### src/rtl/dbg_trace_buffer_if.sv
// Trace-buffer bus: write-back capture, trigger controls and the indexed debug readback port.
// The debug/host side uses the master modport and the trace buffer uses the slave modport.
interface dbg_trace_buffer_if #(
  parameter int DATA_W = 32,
  parameter int IDX_W  = 5,
  parameter int DEPTH  = 16
);
  localparam int CW = $clog2(DEPTH) + 1;

  logic              wb_valid;
  logic [4:0]        wb_rd;
  logic [DATA_W-1:0] wb_data;
  logic [DATA_W-1:0] wb_pc;
  logic              trig_en;
  logic [4:0]        trig_rd;
  logic              debug;
  logic [IDX_W-1:0]  debug_input;
  logic [1:0]        debug_field;
  logic [DATA_W-1:0] debug_output;
  logic              frozen;
  logic [CW-1:0]     count;

  modport master (
    output wb_valid, wb_rd, wb_data, wb_pc, trig_en, trig_rd,
           debug, debug_input, debug_field,
    input  debug_output, frozen, count
  );

  modport slave (
    input  wb_valid, wb_rd, wb_data, wb_pc, trig_en, trig_rd,
           debug, debug_input, debug_field,
    output debug_output, frozen, count
  );
endinterface

### src/rtl/dbg_trace_buffer.sv
// Circular trace of retired register writes {pc, rd, data} with a pulse/rd-match trigger,
// post-trigger capture window, freeze, and a registered indexed readback port.
module dbg_trace_buffer #(
  parameter int DATA_W    = 32,
  parameter int DEPTH     = 16,
  parameter int IDX_W     = 5,
  parameter int POST_TRIG = 4
) (
  input  logic            clk,
  input  logic            Rst,
  dbg_trace_buffer_if.slave bus
);
  localparam int AW = $clog2(DEPTH);
  localparam int CW = AW + 1;

  typedef enum logic [1:0] {
    ARMED  = 2'd0,
    POST   = 2'd1,
    FROZEN = 2'd2
  } state_t;

  logic [DATA_W-1:0] mem_data [DEPTH];
  logic [DATA_W-1:0] mem_pc   [DEPTH];
  logic [4:0]        mem_rd   [DEPTH];

  state_t        state, state_n;
  logic [AW-1:0] wr_ptr, wr_n;
  logic [CW-1:0] count_q, count_n;
  logic [CW-1:0] post_cnt, post_n;
  logic          trig, capture;

  logic [AW-1:0]     slot;
  logic              in_range;
  logic [DATA_W-1:0] status, rd_value;

  assign trig    = bus.debug | (bus.trig_en & bus.wb_valid & (bus.wb_rd == bus.trig_rd));
  assign capture = bus.wb_valid & (state != FROZEN);

  always_comb begin
    state_n = state;
    wr_n    = wr_ptr;
    count_n = count_q;
    post_n  = post_cnt;
    if (capture) begin
      wr_n = wr_ptr + 1'b1;
      if (count_q != CW'(DEPTH)) count_n = count_q + 1'b1;
    end
    case (state)
      ARMED: begin
        if (trig) begin
          if (POST_TRIG == 0) begin
            state_n = FROZEN;
          end else begin
            state_n = POST;
            post_n  = CW'(POST_TRIG);
          end
        end
      end
      POST: begin
        // trig is deliberately ignored here; only captures advance the window
        if (capture && post_cnt != '0) begin
          post_n = post_cnt - 1'b1;
          if (post_cnt == CW'(1)) state_n = FROZEN;
        end
      end
      FROZEN: begin
        if (bus.debug) begin
          state_n = ARMED;
          wr_n    = '0;
          count_n = '0;
        end
      end
      default: state_n = ARMED;
    endcase
  end

  always_ff @(posedge clk) begin
    if (Rst) begin
      state    <= ARMED;
      wr_ptr   <= '0;
      count_q  <= '0;
      post_cnt <= '0;
    end else begin
      state    <= state_n;
      wr_ptr   <= wr_n;
      count_q  <= count_n;
      post_cnt <= post_n;
    end
  end

  always_ff @(posedge clk) begin
    if (!Rst && capture) begin
      mem_data[wr_ptr] <= bus.wb_data;
      mem_pc[wr_ptr]   <= bus.wb_pc;
      mem_rd[wr_ptr]   <= bus.wb_rd;
    end
  end

  // Oldest valid entry sits count slots behind wr_ptr; count==DEPTH truncates to 0 offset.
  assign slot     = wr_ptr - count_q[AW-1:0] + bus.debug_input[AW-1:0];
  assign in_range = 32'(bus.debug_input) < 32'(count_q);

  always_comb begin
    status        = '0;
    status[0]     = (state == FROZEN);
    status[2:1]   = state;
    status[15:8]  = 8'(count_q);
    status[23:16] = 8'(post_cnt);
  end

  always_comb begin
    rd_value = '0;
    if (bus.debug_field == 2'd3) begin
      rd_value = status;
    end else if (in_range) begin
      case (bus.debug_field)
        2'd0:    rd_value = mem_data[slot];
        2'd1:    rd_value = mem_pc[slot];
        default: rd_value = DATA_W'(mem_rd[slot]);
      endcase
    end
  end

  always_ff @(posedge clk) begin
    if (Rst) bus.debug_output <= '0;
    else     bus.debug_output <= rd_value;
  end

  assign bus.frozen = (state == FROZEN);
  assign bus.count  = count_q;
endmodule

### src/flat_wrapper.sv
// flat-port wrapper written by rule: the top's interface ports become plain ports
module dbg_trace_buffer_flat 
#(
  parameter int DATA_W    = 32,
  parameter int DEPTH     = 16,
  parameter int IDX_W     = 5,
  parameter int POST_TRIG = 4
)
  (clk, Rst, bus_wb_valid, bus_wb_rd, bus_wb_data, bus_wb_pc, bus_trig_en, bus_trig_rd, bus_debug, bus_debug_input, bus_debug_field, bus_debug_output, bus_frozen, bus_count);
  dbg_trace_buffer_if #(.DATA_W(DATA_W), .IDX_W(IDX_W), .DEPTH(DEPTH)) bus_i ();
  input  logic clk;
  input  logic Rst;
  input wire logic [$bits(bus_i.wb_valid)-1:0] bus_wb_valid;
  input wire logic [$bits(bus_i.wb_rd)-1:0] bus_wb_rd;
  input wire logic [$bits(bus_i.wb_data)-1:0] bus_wb_data;
  input wire logic [$bits(bus_i.wb_pc)-1:0] bus_wb_pc;
  input wire logic [$bits(bus_i.trig_en)-1:0] bus_trig_en;
  input wire logic [$bits(bus_i.trig_rd)-1:0] bus_trig_rd;
  input wire logic [$bits(bus_i.debug)-1:0] bus_debug;
  input wire logic [$bits(bus_i.debug_input)-1:0] bus_debug_input;
  input wire logic [$bits(bus_i.debug_field)-1:0] bus_debug_field;
  output wire logic [$bits(bus_i.debug_output)-1:0] bus_debug_output;
  output wire logic [$bits(bus_i.frozen)-1:0] bus_frozen;
  output wire logic [$bits(bus_i.count)-1:0] bus_count;
  assign bus_i.wb_valid = bus_wb_valid;
  assign bus_i.wb_rd = bus_wb_rd;
  assign bus_i.wb_data = bus_wb_data;
  assign bus_i.wb_pc = bus_wb_pc;
  assign bus_i.trig_en = bus_trig_en;
  assign bus_i.trig_rd = bus_trig_rd;
  assign bus_i.debug = bus_debug;
  assign bus_i.debug_input = bus_debug_input;
  assign bus_i.debug_field = bus_debug_field;
  assign bus_debug_output = bus_i.debug_output;
  assign bus_frozen = bus_i.frozen;
  assign bus_count = bus_i.count;
  dbg_trace_buffer #(.DATA_W(DATA_W), .DEPTH(DEPTH), .IDX_W(IDX_W), .POST_TRIG(POST_TRIG)) u_core (.clk(clk), .Rst(Rst), .bus(bus_i));
endmodule
### config.mk
export PLATFORM = sky130hd
export DESIGN_NAME = dbg_trace_buffer_flat
export DESIGN_NICKNAME = d
export VERILOG_FILES = /design/src/rtl/dbg_trace_buffer_if.sv /design/src/rtl/dbg_trace_buffer.sv /design/src/flat_wrapper.sv
export SDC_FILE = /design/constraint.sdc
export NUM_CORES = 1
export LEC_CHECK = 0
export CAP_MARGIN = 20
export CORE_MARGIN = 3
export CORE_UTILIZATION = 55
export CTS_BUF_LIST = sky130_fd_sc_hd__clkbuf_16
export DETAILED_ROUTE_END_ITERATION = 7
export PLACE_DENSITY = 0.72
export SLEW_MARGIN = 20
export SYNTH_ARGS = -nofsm -noshare
export SYNTH_HDL_FRONTEND = slang
export SYNTH_SLANG_ARGS = --single-unit
### constraint.sdc
create_clock -name clk -period 16.3 [get_ports clk]
set_input_delay 2.445 -clock clk [delete_from_list [all_inputs] [get_ports clk]]
set_output_delay 2.445 -clock clk [all_outputs]
set_load 0.005 [all_outputs]
==> flow_summary.yaml, run 1 <==
clock_tree:
  cts_hold_buf: 0
  cts.sinks: 1152
  cts_buffers: 110
  cts_resized: 0
  clk_pin_slew_ns: 0.06
  clock_latency_ns: 0.66
  cts_tree: "done"
  cts-root-buf: "clkbuf_16"
  clock_tree.buffer_depth: 3
  cts_setup_buffers: 0
  ctsHtreeMaxLevel: 3
flow_run:
  maxCapViolCount: 0
setup_path:
  max_stage_delay_ns: 1.23
  required_ns: 16.84
  cp_num_buf_inv: 5
  crit_type: "primary input to register"
  startpoint_type: "primary input"
  crit_family: "buffers and inverters"
  crit_slowest_cell: "fa_4"
  crit_path_end_kind: "register"
  worstPathMaxFanout: 61
  crit_chain: "clkdlybuf4s50_1, inv_1, fa_1, inv_1, fa_4, buf_4, buf_4, mux4_2, mux2i_1, nand2_1, a32oi_1, nand2_1"
  arrival_ns: 7.54
  reg2reg_setup_slack_ns: 10.95
yosys:
  synth-seq-cells: 1152
  syn_nets: 2147
  ys.flop_type: "edfxtp_1"
  ys_warn_count: 0
  seq_area_frac_synth_pct: 76.8
  syn_inst: 2041
  async_flop_share_pct: 0
  avgSynthCellArea_um2: 21.8
  synth_edf_count: 1104
  yosys.area.top_type: "edfxtp_1"
  synth_area_um2: 44400
  synth_area_leaders: "edfxtp_1 (75%), mux4_2 (14%), dfxtp_1 (2.2%), mux2i_1 (1.5%), nand2_1 (1.4%)"
  synth_top_area_share_pct: 74.7
  post_synth_num_cell_types: 51
timing:
  hold_viol_final: 0
  worst_clock_skew_ns: 0.0217
  setup_viol: 0
  rsz0062_at_grt: "no"
  fin_setup_tns_ns: 0
  hold_slack_ns: 0.523
  min_period_ns: 7.00
  post-route-period-util_pct: 42.9
  fmax_mhz: 143
  drv_slew: 0
  timing.slew.headroom_pct: 24.9
  tightest_slew_ns: 1.13
floorplan:
  start_util_pct: 55.8
  core_um2: 79500
  die_area_um2: 84200
  ios: 124
  die_h_um: 290
  rows: 103
  die_w_um: 290
layout:
  drive_above_1_share_pct: 22.8
  stdcell_area_um2: 50500
  area_delta_synth_final_pct: 13.7
  fill_cells: 5148
  final_cells: 3369
  nets: 2320
run_status:
  outcome: "finished, final reports clean"
min_path:
  hp-class: "register to register"
grt:
  grtUsageTotal_pct: 24.6
  grt_pass1_vias: 22215
  antenna_found_initial: 12
  grt_overflow: 0
  grt_start_max_net_pins: 106
  grt_pass1_wl_um: 151000
power_and_ir_drop:
  ir_worst_vdd_v: 0.000104
  power_density_nw_per_um2: 139
  p_leak_uw: 0.0162
route:
  ant_nets: 0
  firstDrtPassIters: 5
  wl_um: 102000
  drt-vias-per-instance: 6.33
  wl_per_cell_um: 30.3
  dr.first_iter.drc_count: 2464
  drc_errors: 0
  vias: 21317
place:
  gp_congestion: 0.759
  hpwl_um: 51300
  dp.cells: 3152
  port_buffers: 123
  dpl-instance-area_um2: 46900
==> final cells by class <==
type,count,area (um2),share of cell area [%]
antenna,7,17.5,0.0347
tap,1050,1310,2.60
clock inverter,97,772,1.53
timing repair buffer,164,1600,3.16
sequential,1152,34100,67.6
inverter,21,78.8,0.156
multi-input combinational,765,9770,19.4
clock buffer,113,2830,5.60
==> where the power goes <==
group          internal [uW]  switching, uW
logic                    559            633
clock network           1460           1070
registers               3270           13.9
==> metal layers <==
| metal | track usage (%) | up-vias | routed length (um) |
|---|---|---|---|
| li1 | - | 8844 | - |
| met1 | 33.7 | 11249 | 39000 |
| met2 | 40.2 | 1035 | 51400 |
| met3 | 4.48 | 181 | 8580 |
| met4 | 8.66 | 8 | 2990 |
| met5 | 0 | - | 54 |
==> cells by family after synthesis <==
logic type	after synthesis	share of synthesized area, %
adders and majority gates	20	0.614
DFF	1152	76.8
muxes	354	15.9
and+or+nand+nor	291	3.08
AOI/OAI and AO/OA	82	1.56
buffers and inverters	124	1.48
xor gates and xnor gates	18	0.490
==> final timing paths <==
check | endpoint | start | cells after the start
worst max-delay path | u_core.bus.debug_output[16] | bus_debug_input[1] | 12
worst min-delay path | u_core.wr_ptr[1] | u_core.wr_ptr[1] | 2
worst max register to register | u_core.bus.debug_output[16] | u_core.bus.count[0] | 11
worst min register to register | u_core.wr_ptr[1] | u_core.wr_ptr[1] | 2
==> sequential cells by signal (all words and copies together), names as in the netlist <==
name and cells:
u_core.mem_data 512, u_core.mem_pc 512, u_core.mem_rd 80, u_core.bus.debug_output 32, u_core.bus.count 5, u_core.post_cnt 5, u_core.wr_ptr 4, u_core.state 2
==> through the flow <==
stage               total power (uW)  utilization [%]  setup slack (ns)
finish                          7000             63.5              9.30
CTS                             7050             63.5              9.27
global placement                4530             58.9              8.60
detailed placement              4550             58.9              8.55
floorplan                       4240                -              8.12
global route                    7240             63.5              8.96
==> worst reg2reg max path: cells and delay by family (launching register included) <==
family / cells / cell delay (ns)
and+or+nand+nor: 2 / 0.15
adders and majority gates: 3 / 1.70
buffers and inverters: 3 / 1.58
AOI/OAI and AO/OA: 1 / 0.26
muxes: 2 / 0.84
DFF: 1 / 0.71
==> cell usage after synthesis (2+ instances only) <==
cell type,n
xor2_2,3
o21ai_0,6
buf_4,22
and3_1,8
buf_2,48
nor3_2,17
nand2b_1,6
buf_6,5
nand4_1,5
o21ai_1,2
fa_1,3
or3_1,3
dfxtp_1,48
xnor2_1,6
mux4_2,282
a32o_1,34
and2_1,13
a21o_1,3
clkbuf_1,26
edfxtp_1,1104
mux2i_1,68
a21oi_1,12
nor3_1,13
nor2_1,24
nor4_1,3
inv_1,21
xnor2_4,2
a32oi_1,10
mux2_2,3
xor2_1,7
o22ai_1,3
o32ai_1,2
a2111oi_2,2
nand2_1,160
nand3_1,35
ha_1,17
==> placed cells by master, fill, tap and decap left out, types with 13 or more instances in the layout <==
cell / count
nand2_1: 160
mux2i_1: 68
nor3_2: 18
nand3_1: 35
a32o_1: 34
dfxtp_1: 48
nor2_1: 19
buf_4: 36
clkbuf_16: 113
ha_1: 16
clkinv_1: 35
edfxtp_1: 1104
clkdlybuf4s50_1: 123
bufinv_16: 13
clkinv_2: 19
inv_1: 42
mux4_2: 282
(Power assumes the default switching activity.)
==> inputs of run 2 (changes only) <==
clock period = 6.83 ns   (was 16.3 ns; I/O delays follow)
==> run 2 against run 1 <==
Against the previous run: power rose by 140%; non-clock buffer count increased by 17; cell area is 0.19% higher; first-iteration DRC count increased by 1.8%; clock-buffer cell count stayed put; sequential share of layout area decreased by 0.13 points; cell count rose by 0.42%; critical endpoint is now u_core.bus.debug_output[29].
==> flow_summary.yaml, run 2 (synthesized netlist as in run 1, its figures left out) <==
power_and_ir_drop:
  power_density_nw_per_um2: 328
  clkPwrFrac_pct: 34.9
  p_leak_uw: 0.0163
  p_switching_uw: 4060
  power_frac_seq_pct: 47.3
  ir_worst_vdd_v: 0.000184
  internal_power_uw: 12500
  combPwrFrac_pct: 17.8
  p_sw_share_pct: 24.5
route:
  wl_per_cell_um: 30.2
  drc_errors: 0
  vias: 21421
  wl_um: 102000
  ant_nets: 0
  firstDrtPassIters: 5
  dr.first_iter.drc_count: 2509
  drt-vias-per-instance: 6.33
timing:
  drv_slew: 0
  fin_setup_tns_ns: 0
  hold_viol_final: 0
  tightest_slew_ns: 1.16
  fmax_mhz: 216
  worst_clock_skew_ns: 0.0278
  min_period_ns: 4.62
  post-route-period-util_pct: 67.7
  hold_slack_ns: 0.546
  setup_viol: 0
  timing.slew.headroom_pct: 22.5
  rsz0062_at_grt: "no"
setup_path:
  crit_chain: "clkdlybuf4s50_1, inv_1, fa_1, inv_1, fa_4, buf_4, buf_4, mux4_2, mux2i_1, a32o_1, nor3_2"
  startpoint_type: "primary input"
  crit_type: "primary input to register"
  crit_path_end_kind: "register"
  cp_num_buf_inv: 5
  max_stage_delay_ns: 1.28
  required_ns: 7.34
  crit_family: "adder cells"
  crit_slowest_cell: "fa_4"
  arrival_ns: 5.13
  worstPathMaxFanout: 31
grt:
  grt_pass1_vias: 22217
  grtUsageTotal_pct: 24.4
  antenna_found_initial: 13
  grt_pass1_wl_um: 151000
  grt_overflow: 0
  grt_start_max_net_pins: 52
layout:
  drive_above_1_share_pct: 23.0
  nets: 2336
  final_cell_mix: "edfxtp_1 (1104), mux4_2 (282), nand2_1 (160)"
  area_delta_synth_final_pct: 13.9
  top_regs: "u_core.mem_data: 512 flops, u_core.mem_pc: 512 flops, u_core.mem_rd: 80 flops"
  fin_util_pct: 63.6
  final_common_cell: "edfxtp_1"
  stdcell_area_um2: 50600
flow_run:
  maxCapViolCount: 0
clock_tree:
  ctsHtreeMaxLevel: 3
  clock_latency_ns: 0.66
  clock_tree.buffer_depth: 3
  cts-root-buf: "clkbuf_16"
  cts.sinks: 1152
  cts_tree: "done"
  cts_setup_buffers: 0
  cts_buffers: 109
  clk_pin_slew_ns: 0.06
  cts_hold_buf: 0
  cts_resized: 0
floorplan:
  rows: 103
  start_util_pct: 55.8
  die_h_um: 290
  die_w_um: 290
  ios: 124
  core_um2: 79500
  die_area_um2: 84200
min_path:
  hp-class: "register to register"
place:
  port_buffers: 123
  hpwl_um: 53700
  gp_congestion: 0.780
  dpl-instance-area_um2: 47100
run_status:
  outcome: "finished, final reports clean"
==> run 2: changes by cell type in the layout (fill, tap and decap cells not counted), sizes merged <==
cell	change
diode	+2
buf	+17
bufinv	-4
clkinv	-10
inv	+7
clkinvlp	+2
==> run 2: layout make-up <==
cell class	count	area, um2
Sequential cell	1152	34100
Tap cell	1050	1310
Clock inverter	92	621
Timing Repair Buffer	181	1840
Antenna cell	9	22.5
Clock buffer	113	2830
Inverter	21	78.8
Multi-Input combinational cell	765	9770
Fill cell	5197	28900
==> run 2: power by group through the flow <==
stage                     registers, uW  clock network, uW  logic [uW]
final                              7840               5780        2950
after CTS                          7840               5850        2980
after detailed placement           7990                  0        2960
after floorplan                    7980                  0        2150
after global placement             7980                  0        2920
after global routing               7840               6140        3160
==> run 2: final timing paths <==
| check | start | to | slack, ns | cells past startpoint |
|---|---|---|---|---|
| worst max-delay path | bus_debug_input[1] | u_core.bus.debug_output[29] | 2.21 | 11 |
| worst min-delay path | u_core.wr_ptr[1] | u_core.wr_ptr[1] | 0.55 | 2 |
| worst max register to register | u_core.bus.count[0] | u_core.bus.debug_output[29] | 2.48 | 10 |
| worst min register to register | u_core.wr_ptr[1] | u_core.wr_ptr[1] | 0.55 | 2 |
==> run 2: stage by stage <==
stage	setup slack, ns	total power (uW)	std cells
after CTS	2.23	16700	3373
after global placement	1.61	10900	3168
after floorplan	0.0731	10100	2041
final	2.21	16600	3383
after detailed placement	1.57	10900	3168
after global routing	2.04	17100	3380
==> run 2: metal layers <==
layer  up-vias  share of wire, %  global-route usage [%]
li1       8859                 -                       -
met4        10               2.5                    8.08
met3       197               7.1                    4.04
met1     11388                39                    33.3
met5         -             0.066                       0
met2       967                51                    40.6
==> run 2: worst reg2reg max path: cells and delay by family, from the launching register on <==
kind	cells	cell delay [ns]
flip-flops	1	0.69
AND/OR/NAND/NOR	1	0.05
multiplexers	2	0.57
buffers and inverters	3	0.98
adder cells (fa/ha/maj)	3	1.75
AO/OA/AOI/OAI	1	0.19
